## config.mk

```make
export PLATFORM = sky130hd
export DESIGN_NAME = wb_reg_file_flat
export DESIGN_NICKNAME = d
export VERILOG_FILES = /design/src/rtl/wb_reg_file_pkg.sv /design/src/rtl/wb_reg_file_if.sv /design/src/rtl/wb_reg_file_reg_array.sv /design/src/rtl/wb_reg_file.sv /design/src/flat_wrapper.sv
export SDC_FILE = /design/constraint.sdc
export NUM_CORES = 2
export LEC_CHECK = 0
export ABC_AREA = 1
export CORE_ASPECT_RATIO = 1.25
export CORE_MARGIN = 2
export CORE_UTILIZATION = 41
export CTS_BUF_LIST = sky130_fd_sc_hd__clkbuf_8
export DETAILED_ROUTE_END_ITERATION = 8
export GPL_ROUTABILITY_DRIVEN = 1
export GPL_TIMING_DRIVEN = 0
export PLACE_DENSITY = 0.67
export SYNTH_ARGS = -nofsm -noshare
export SYNTH_HDL_FRONTEND = slang
export SYNTH_SLANG_ARGS = --single-unit
```

## constraint.sdc

```tcl
create_clock -name clk -period 8.4 [get_ports clk]
set_input_delay 1.68 -clock clk [delete_from_list [all_inputs] [get_ports clk]]
set_output_delay 1.68 -clock clk [all_outputs]
set_load 0.005 [all_outputs]
```

## src/rtl/wb_reg_file_pkg.sv

```systemverilog
// Shared MEM/WB pipeline constants and the write-back bundle layout.
// The MEM stage register packs the bundle with these same offsets.
package wb_reg_file_pkg;
  localparam int XLEN        = 32;
  localparam int NREGS       = 32;
  localparam int REG_ADDR_W  = 5;
  localparam int WB_BUNDLE_W = 38;
  localparam int WB_EN_BIT   = 37;
  localparam int WB_ADDR_HI  = 36;
  localparam int WB_ADDR_LO  = 32;
  localparam int WB_DATA_HI  = 31;

  typedef struct packed {
    logic                  en;
    logic [REG_ADDR_W-1:0] addr;
    logic [XLEN-1:0]       data;
  } wb_bundle_t;

  function automatic wb_bundle_t unpack_wb(input logic [WB_BUNDLE_W-1:0] v);
    wb_bundle_t b;
    b.en   = v[WB_EN_BIT];
    b.addr = v[WB_ADDR_HI:WB_ADDR_LO];
    b.data = v[WB_DATA_HI:0];
    return b;
  endfunction
endpackage

```

## src/rtl/wb_reg_file_if.sv

```systemverilog
// Write-back bundle in, decode-stage read ports and retire status out.
interface wb_reg_file_if;
  import wb_reg_file_pkg::*;

  logic [WB_BUNDLE_W-1:0] wb_bundle;
  logic                   mem_busywait;
  logic [REG_ADDR_W-1:0]  rs1_addr;
  logic [REG_ADDR_W-1:0]  rs2_addr;
  logic [XLEN-1:0]        rs1_data;
  logic [XLEN-1:0]        rs2_data;
  logic                   wb_retired;
  logic [XLEN-1:0]        wb_count;

  modport master (
    output wb_bundle, mem_busywait, rs1_addr, rs2_addr,
    input  rs1_data, rs2_data, wb_retired, wb_count
  );

  modport slave (
    input  wb_bundle, mem_busywait, rs1_addr, rs2_addr,
    output rs1_data, rs2_data, wb_retired, wb_count
  );
endinterface

```

## src/rtl/wb_reg_file_reg_array.sv

```systemverilog
// NREGS x XLEN storage: one synchronous write port, two asynchronous read
// ports, synchronous clear of every entry.
module wb_reg_file_reg_array
  import wb_reg_file_pkg::*;
(
  input  logic                  clk,
  input  logic                  i_clr,
  input  logic                  i_we,
  input  logic [REG_ADDR_W-1:0] i_waddr,
  input  logic [XLEN-1:0]       i_wdata,
  input  logic [REG_ADDR_W-1:0] i_raddr1,
  input  logic [REG_ADDR_W-1:0] i_raddr2,
  output logic [XLEN-1:0]       o_rdata1,
  output logic [XLEN-1:0]       o_rdata2
);
  logic [XLEN-1:0] r_mem [NREGS];

  always_ff @(posedge clk) begin
    if (i_clr) begin
      for (int i = 0; i < NREGS; i++) r_mem[i] <= '0;
    end else if (i_we) begin
      r_mem[i_waddr] <= i_wdata;
    end
  end

  assign o_rdata1 = r_mem[i_raddr1];
  assign o_rdata2 = r_mem[i_raddr2];
endmodule

```

## src/rtl/wb_reg_file.sv

```systemverilog
// Write-back stage: retires the MEM/WB bundle into the integer register file
// and serves the decode-stage read ports with same-cycle bypass.
module wb_reg_file
  import wb_reg_file_pkg::*;
(
  input  logic          clk,
  input  logic          reset,
  wb_reg_file_if.slave  wb_if
);
  wb_bundle_t      w_bundle;
  logic            w_commit;
  logic [XLEN-1:0] w_arr_rd1;
  logic [XLEN-1:0] w_arr_rd2;
  logic            r_wb_retired;
  logic [XLEN-1:0] r_wb_count;

  assign w_bundle = unpack_wb(wb_if.wb_bundle);

  // Reset and stall both invalidate the bundle, which also kills the bypass.
  assign w_commit = w_bundle.en & ~wb_if.mem_busywait &
                    (w_bundle.addr != '0) & ~reset;

  wb_reg_file_reg_array u_reg_array (
    .clk      (clk),
    .i_clr    (reset),
    .i_we     (w_commit),
    .i_waddr  (w_bundle.addr),
    .i_wdata  (w_bundle.data),
    .i_raddr1 (wb_if.rs1_addr),
    .i_raddr2 (wb_if.rs2_addr),
    .o_rdata1 (w_arr_rd1),
    .o_rdata2 (w_arr_rd2)
  );

  always_comb begin
    wb_if.rs1_data = w_arr_rd1;
    if (wb_if.rs1_addr == '0)
      wb_if.rs1_data = '0;
    else if (w_commit && (wb_if.rs1_addr == w_bundle.addr))
      wb_if.rs1_data = w_bundle.data;
  end

  always_comb begin
    wb_if.rs2_data = w_arr_rd2;
    if (wb_if.rs2_addr == '0)
      wb_if.rs2_data = '0;
    else if (w_commit && (wb_if.rs2_addr == w_bundle.addr))
      wb_if.rs2_data = w_bundle.data;
  end

  always_ff @(posedge clk) begin
    if (reset) begin
      r_wb_retired <= 1'b0;
      r_wb_count   <= '0;
    end else begin
      r_wb_retired <= w_commit;
      if (w_commit) r_wb_count <= r_wb_count + 1'b1;
    end
  end

  assign wb_if.wb_retired = r_wb_retired;
  assign wb_if.wb_count   = r_wb_count;
endmodule
```

## src/flat_wrapper.sv

```systemverilog
// flat-port wrapper written by rule: the top's interface ports become plain ports
module wb_reg_file_flat import wb_reg_file_pkg::*;
  (clk, reset, wb_if_wb_bundle, wb_if_mem_busywait, wb_if_rs1_addr, wb_if_rs2_addr, wb_if_rs1_data, wb_if_rs2_data, wb_if_wb_retired, wb_if_wb_count);
  wb_reg_file_if wb_if_i ();
  input  logic clk;
  input  logic reset;
  input wire logic [$bits(wb_if_i.wb_bundle)-1:0] wb_if_wb_bundle;
  input wire logic [$bits(wb_if_i.mem_busywait)-1:0] wb_if_mem_busywait;
  input wire logic [$bits(wb_if_i.rs1_addr)-1:0] wb_if_rs1_addr;
  input wire logic [$bits(wb_if_i.rs2_addr)-1:0] wb_if_rs2_addr;
  output wire logic [$bits(wb_if_i.rs1_data)-1:0] wb_if_rs1_data;
  output wire logic [$bits(wb_if_i.rs2_data)-1:0] wb_if_rs2_data;
  output wire logic [$bits(wb_if_i.wb_retired)-1:0] wb_if_wb_retired;
  output wire logic [$bits(wb_if_i.wb_count)-1:0] wb_if_wb_count;
  assign wb_if_i.wb_bundle = wb_if_wb_bundle;
  assign wb_if_i.mem_busywait = wb_if_mem_busywait;
  assign wb_if_i.rs1_addr = wb_if_rs1_addr;
  assign wb_if_i.rs2_addr = wb_if_rs2_addr;
  assign wb_if_rs1_data = wb_if_i.rs1_data;
  assign wb_if_rs2_data = wb_if_i.rs2_data;
  assign wb_if_wb_retired = wb_if_i.wb_retired;
  assign wb_if_wb_count = wb_if_i.wb_count;
  wb_reg_file u_core (.clk(clk), .reset(reset), .wb_if(wb_if_i));
endmodule
```

# [Yosys cells after proc, flatten, opt, wreduce, memory -nomap -nowiden]
# Memories as Yosys holds them, arrays and structs flattened.
# Cells that the tools add are included.
[totals] reg_bits=33 ramBits=1024 in_bits=51 output_inout_bits=97 word_cells=29 n_memories=1
[op_classes] addsub=1 n_eq_ne=2 n_mux=12 bitwise=5 n_reduce_logical=6
[mem_list] memory="u_core.u_reg_array.r_mem" depth=32 width=32 read_ports=2 rd_ports_with_merged_regs=0 wr=32 line="wb_reg_file_reg_array.sv:16" text="logic [XLEN-1:0] r_mem [NREGS];"
[ops] op="two-way mux 32 bit" count=5
[ops] op="adder 32 x 1 -> 32 bit, second input constant" count=1
[ops] op="OR reduction 32 bit" count=1
[ops] op="equality test 5 bit" count=2
[ops] op="logical NOT 5 bit" count=2
[ops] op="two-way mux 1 bit" count=6
[ops] op="two-way mux 5 bit" count=1
[ops] op="nonzero test 5 bit" count=1
[ops] op="AND 1 bit" count=3
[ops] op="logical AND 1 bit" count=2
[ops] op="inverter 1 bit" count=2

# [Depth between registers and ports, before layout]
[depth] word_depth=9 ltp_mapped=14 depth_no_buf=10

# [Cells and area by module]
# From an unflattened synthesis, not the netlist that was laid out.
[hier_totals] cells_unflattened=7862 hier_area_um2=60309.1
[by_module_without_submodules] module="wb_reg_file_reg_array" instances=1 cells_each=7220 area_each_um2=56912.1 seq_area_each_um2=30749.5
[by_module_without_submodules] module="wb_reg_file" instances=1 cells_each=642 area_each_um2=3397.0 seq_area_each_um2=660.6

# [Least setup slack after synthesis]
# No wires, ideal clock.
[synth_path] path_type="in2out" from="input wb_if_rs2_addr[0]" to="output wb_if_rs2_data[29]" arrival_ns=2.960 required_time_ns=6.720 path_slack_ns=3.760 stages=13 path_buffers=4 path_cell_list="buf_2 > inv_2 > buf_4 > buf_2 > buf_2 > a21oi_1 > o21ai_0 > nand3_1 > nand2_1 > o21ai_0 > nand3_1 > nand2_1 > inv_1"
[synth_between] elab_chain_cells=4 word_cells_on_any_way=6 classes_between="1 x eq/ne; 2 x mux; 2 x reduce/logical; 1 x memory"
[synth_rtl] element="start: declaration" line="flat_wrapper.sv:10" text="input wire logic [$bits(wb_if_i.rs2_addr)-1:0] wb_if_rs2_addr;"
[synth_rtl] element="branches (longest 3 deep; another with memory (32 x 32 bit))"
[synth_rtl] element="two-way mux 32 bit *" line="wb_reg_file.sv:45" text="if (wb_if.rs2_addr == '0)"
[synth_rtl] element="end: declaration" line="flat_wrapper.sv:12" text="output wire logic [$bits(wb_if_i.rs2_data)-1:0] wb_if_rs2_data;"
# Every way passes the cells marked *.

# [Worst setup path in the final report]
[layout_path] from="input wb_if_rs1_addr[1]" to="output wb_if_rs1_data[13]"
[layout_between] elab_chain_cells=4 word_cells_on_any_way=6 classes_between="1 x eq/ne; 2 x mux; 2 x reduce/logical; 1 x memory"
[layout_rtl] element="start: declaration" line="flat_wrapper.sv:9" text="input wire logic [$bits(wb_if_i.rs1_addr)-1:0] wb_if_rs1_addr;"
[layout_rtl] element="branches (longest 3 deep; another with memory (32 x 32 bit))"
[layout_rtl] element="two-way mux 32 bit *" line="wb_reg_file.sv:37" text="if (wb_if.rs1_addr == '0)"
[layout_rtl] element="end: declaration" line="flat_wrapper.sv:11" text="output wire logic [$bits(wb_if_i.rs1_data)-1:0] wb_if_rs1_data;"
# Marks and branches as above.

==> qor.yml <==
status: "finished, violations left"
violations: "max-capacitance violations, max-slew violations, negative setup slack"
grt_pass1_vias: 58000
setup_violations: 30
net-switching-power_uw: 4480
fin_crit_sh_pct: 104
arrival_ns: 7.07
syn_to_final_growth_pct: 13.7
final_nets: 7915
avgRoutedWirePerCell_um: 38.3
maxCapViolations: 17
cts_made_buffers: 182
worst_hold_path_type: "reg2reg"
cts_root_buf: "clkbuf_8"
syn_avg_cell_area_um2: 7.95
ys_ff_latch: 1057
post-dp-hpwl_um: 285000
core_mm2: 0.144
required_ns: 6.72
rsz0062_at_grt: "false"
fin_crit_ns: 8.75
maxSlewViolCount: 170
yosys_warnings: 0
drtIter0Drc: 10200
power_frac_clock_pct: 35.6
layout_common_cells: "nor2_1, nand2_1, edfxtp_1, o21ai_0, inv_1"
worst_pin_slew_ns: 1.75
vias_per_cell: 6.37
p_int_uw: 8860
placed_cell_area_mm2: 0.0640
yosysSeqAreaShare_pct: 52.9
cts_tree: "done"
hold_viol: 0
cts_max_path_buffers: 3
grt_max_degree: 33
grt_pass1_wl_um: 497000
ir_drop_uv: 130
fp.dieW_um: 345
clk_latency_ns: 0.98
max_freq_mhz: 114
endpoint_kind: "output port"
post_cts_buffers: 0
syn_area_mm2: 0.0594
drt-total-wl_um: 381000
drive_gt1_share_pct: 7.58
power_frac_seq_pct: 46.3
drt_pass1_iterations: 8
final_common_cell: "nor2_1"
power_density_mw_per_mm2: 197
cp_max_fo: 10
p_leak_uw: 0.0272
globalRouteTotalUtil_pct: 50.3
yosysUniqueCellTypes: 33
cts.sinks: 1057
die_h_um: 430
netlist_instances: 7479
globalplace.congestion: 1.07
fillCellCount: 14500
path_class: "in2out"
route.detailed.drc: 0
rows: 156
clk_pin_slew_worst_paths_ns: 0.06
grt_overflow_total: 0
antenna_found_initial: 71
stdcell_area_mm2: 0.0675
die_area_mm2: 0.148
swShare_pct: 33.6
start_util_pct: 41.2
io_pins: 148
r2r_slack_ns: 6.23
io_buffers: 139
fin_worst_skew_ns: 0.0168
fin_util_pct: 46.8
setup_ws_ns: -0.347
htreeDepth: 4
vias: 63300
cp-start-kind: "input port"
relSlewSlack_pct: -16.4
pre_cts_slack_ns: -0.124
antenna_left: 0
comb_power_share_pct: 18.1
[power by group through the flow]
stage	combinational [uW]	clock, uW	sequential, uW
after floorplan	986	0	6230
after global routing	2400	4860	6190
after CTS	2240	4670	6160
after global placement	2180	0	6280
final	2420	4750	6170
after detailed placement	2230	0	6270
[logic make-up after synthesis]
kind of cell	after synthesis	synth area share, %
AND/OR/NAND/NOR	3403	22.8
flip-flops	1057	52.9
buffers and inverters	1339	9.04
AO/OA/AOI/OAI	1660	15.0
XOR/XNOR	18	0.265
other	1	0.00631
adder cells (fa/ha/maj)	1	0.0211
[through the flow]
step	setup TNS (ns)	total power [uW]	hold WS, ns	cells
finish	-4.78	13300	0.513	9933
global route	0	13500	0.544	9904
CTS	0	13100	0.510	9899
detailed placement	-0.521	8500	0.498	9576
global placement	-4.81	8460	0.494	9545
floorplan	0	7220	0.474	7510
[synth_stat cells (all sizes together)]
cell type  instances  share of area (%)
nor2            1653                 10
nand2           1198                7.6
edfxtp          1024                 52
o21ai            968                8.2
inv              693                4.4
nand3            491                4.1
a21oi            454                3.8
clkbuf           338                2.1
buf              305                2.5
o211ai           229                2.9
dfxtp             33                1.1
nor3              27               0.31
or2               16               0.17
xor2              12               0.18
nand4             11               0.12
a211oi             6              0.076
xnor2              6              0.088
nand3b             4              0.051
clkinv             3              0.019
nor3b              2              0.025
conb               1             0.0063
ha                 1              0.021
nor4               1              0.011
o211a              1              0.017
o21a               1              0.013
o21bai             1              0.013
[cell type report]
class / instances / area, um2 / area share (%)
Buffer: 641 / 2790 / 4.13
Tap cell: 1896 / 2370 / 3.51
Sequential cell: 1057 / 31400 / 46.5
Clock inverter: 130 / 709 / 1.05
Multi-Input combinational cell: 5114 / 22900 / 33.8
Inverter: 696 / 2610 / 3.87
Clock buffer: 194 / 2670 / 3.95
Antenna cell: 34 / 85.1 / 0.126
Timing Repair Buffer: 171 / 2050 / 3.03
[registers in the layout, indices dropped and copies added (netlist names)]
name and flops:
u_core.u_reg_array.r_mem 1024, u_core.wb_if.wb_count 32, u_core.wb_if.wb_retired 1
[worst max-delay path: stages]
cell,delay [ns]
clkdlybuf4s50_1,0.72
clkinv_1,0.37
buf_1,1.00
clkbuf_1,0.53
o211ai_1,0.17
nand3_1,0.10
nand2_1,0.11
nor2_1,1.07
o21ai_0,0.36
nand3_1,0.27
nand2_1,0.08
inv_1,0.06
clkdlybuf4s50_1,0.49
[final timing paths]
path / start / endpoint / depth (start not counted)
setup / recovery: wb_if_rs1_addr[1] / wb_if_rs1_data[13] / 13
hold / removal: u_core.wb_if.wb_count[12] / u_core.wb_if.wb_count[12] / 2
setup reg to reg: u_core.wb_if.wb_count[0] / u_core.wb_if.wb_count[16] / 7
hold reg to reg: u_core.wb_if.wb_count[12] / u_core.wb_if.wb_count[12] / 2
[layer usage]
metal | wire length (um) | up-vias | global-route usage [%]
met1 | 126000 | 30100 | 56.4
met5 | 205 | - | 0.231
met2 | 159000 | 5814 | 72.8
li1 | - | 25600 | -
met3 | 55300 | 1776 | 21.6
met4 | 40900 | 28 | 43.9
[timing repair]
action                     in CTS  in global routing
hold endpoints to repair        0                  0
setup endpoints to repair       6                 26
hold buffers                    0                  0
gates resized for setup         3                 26
Power figures use the tool's default switching activity.
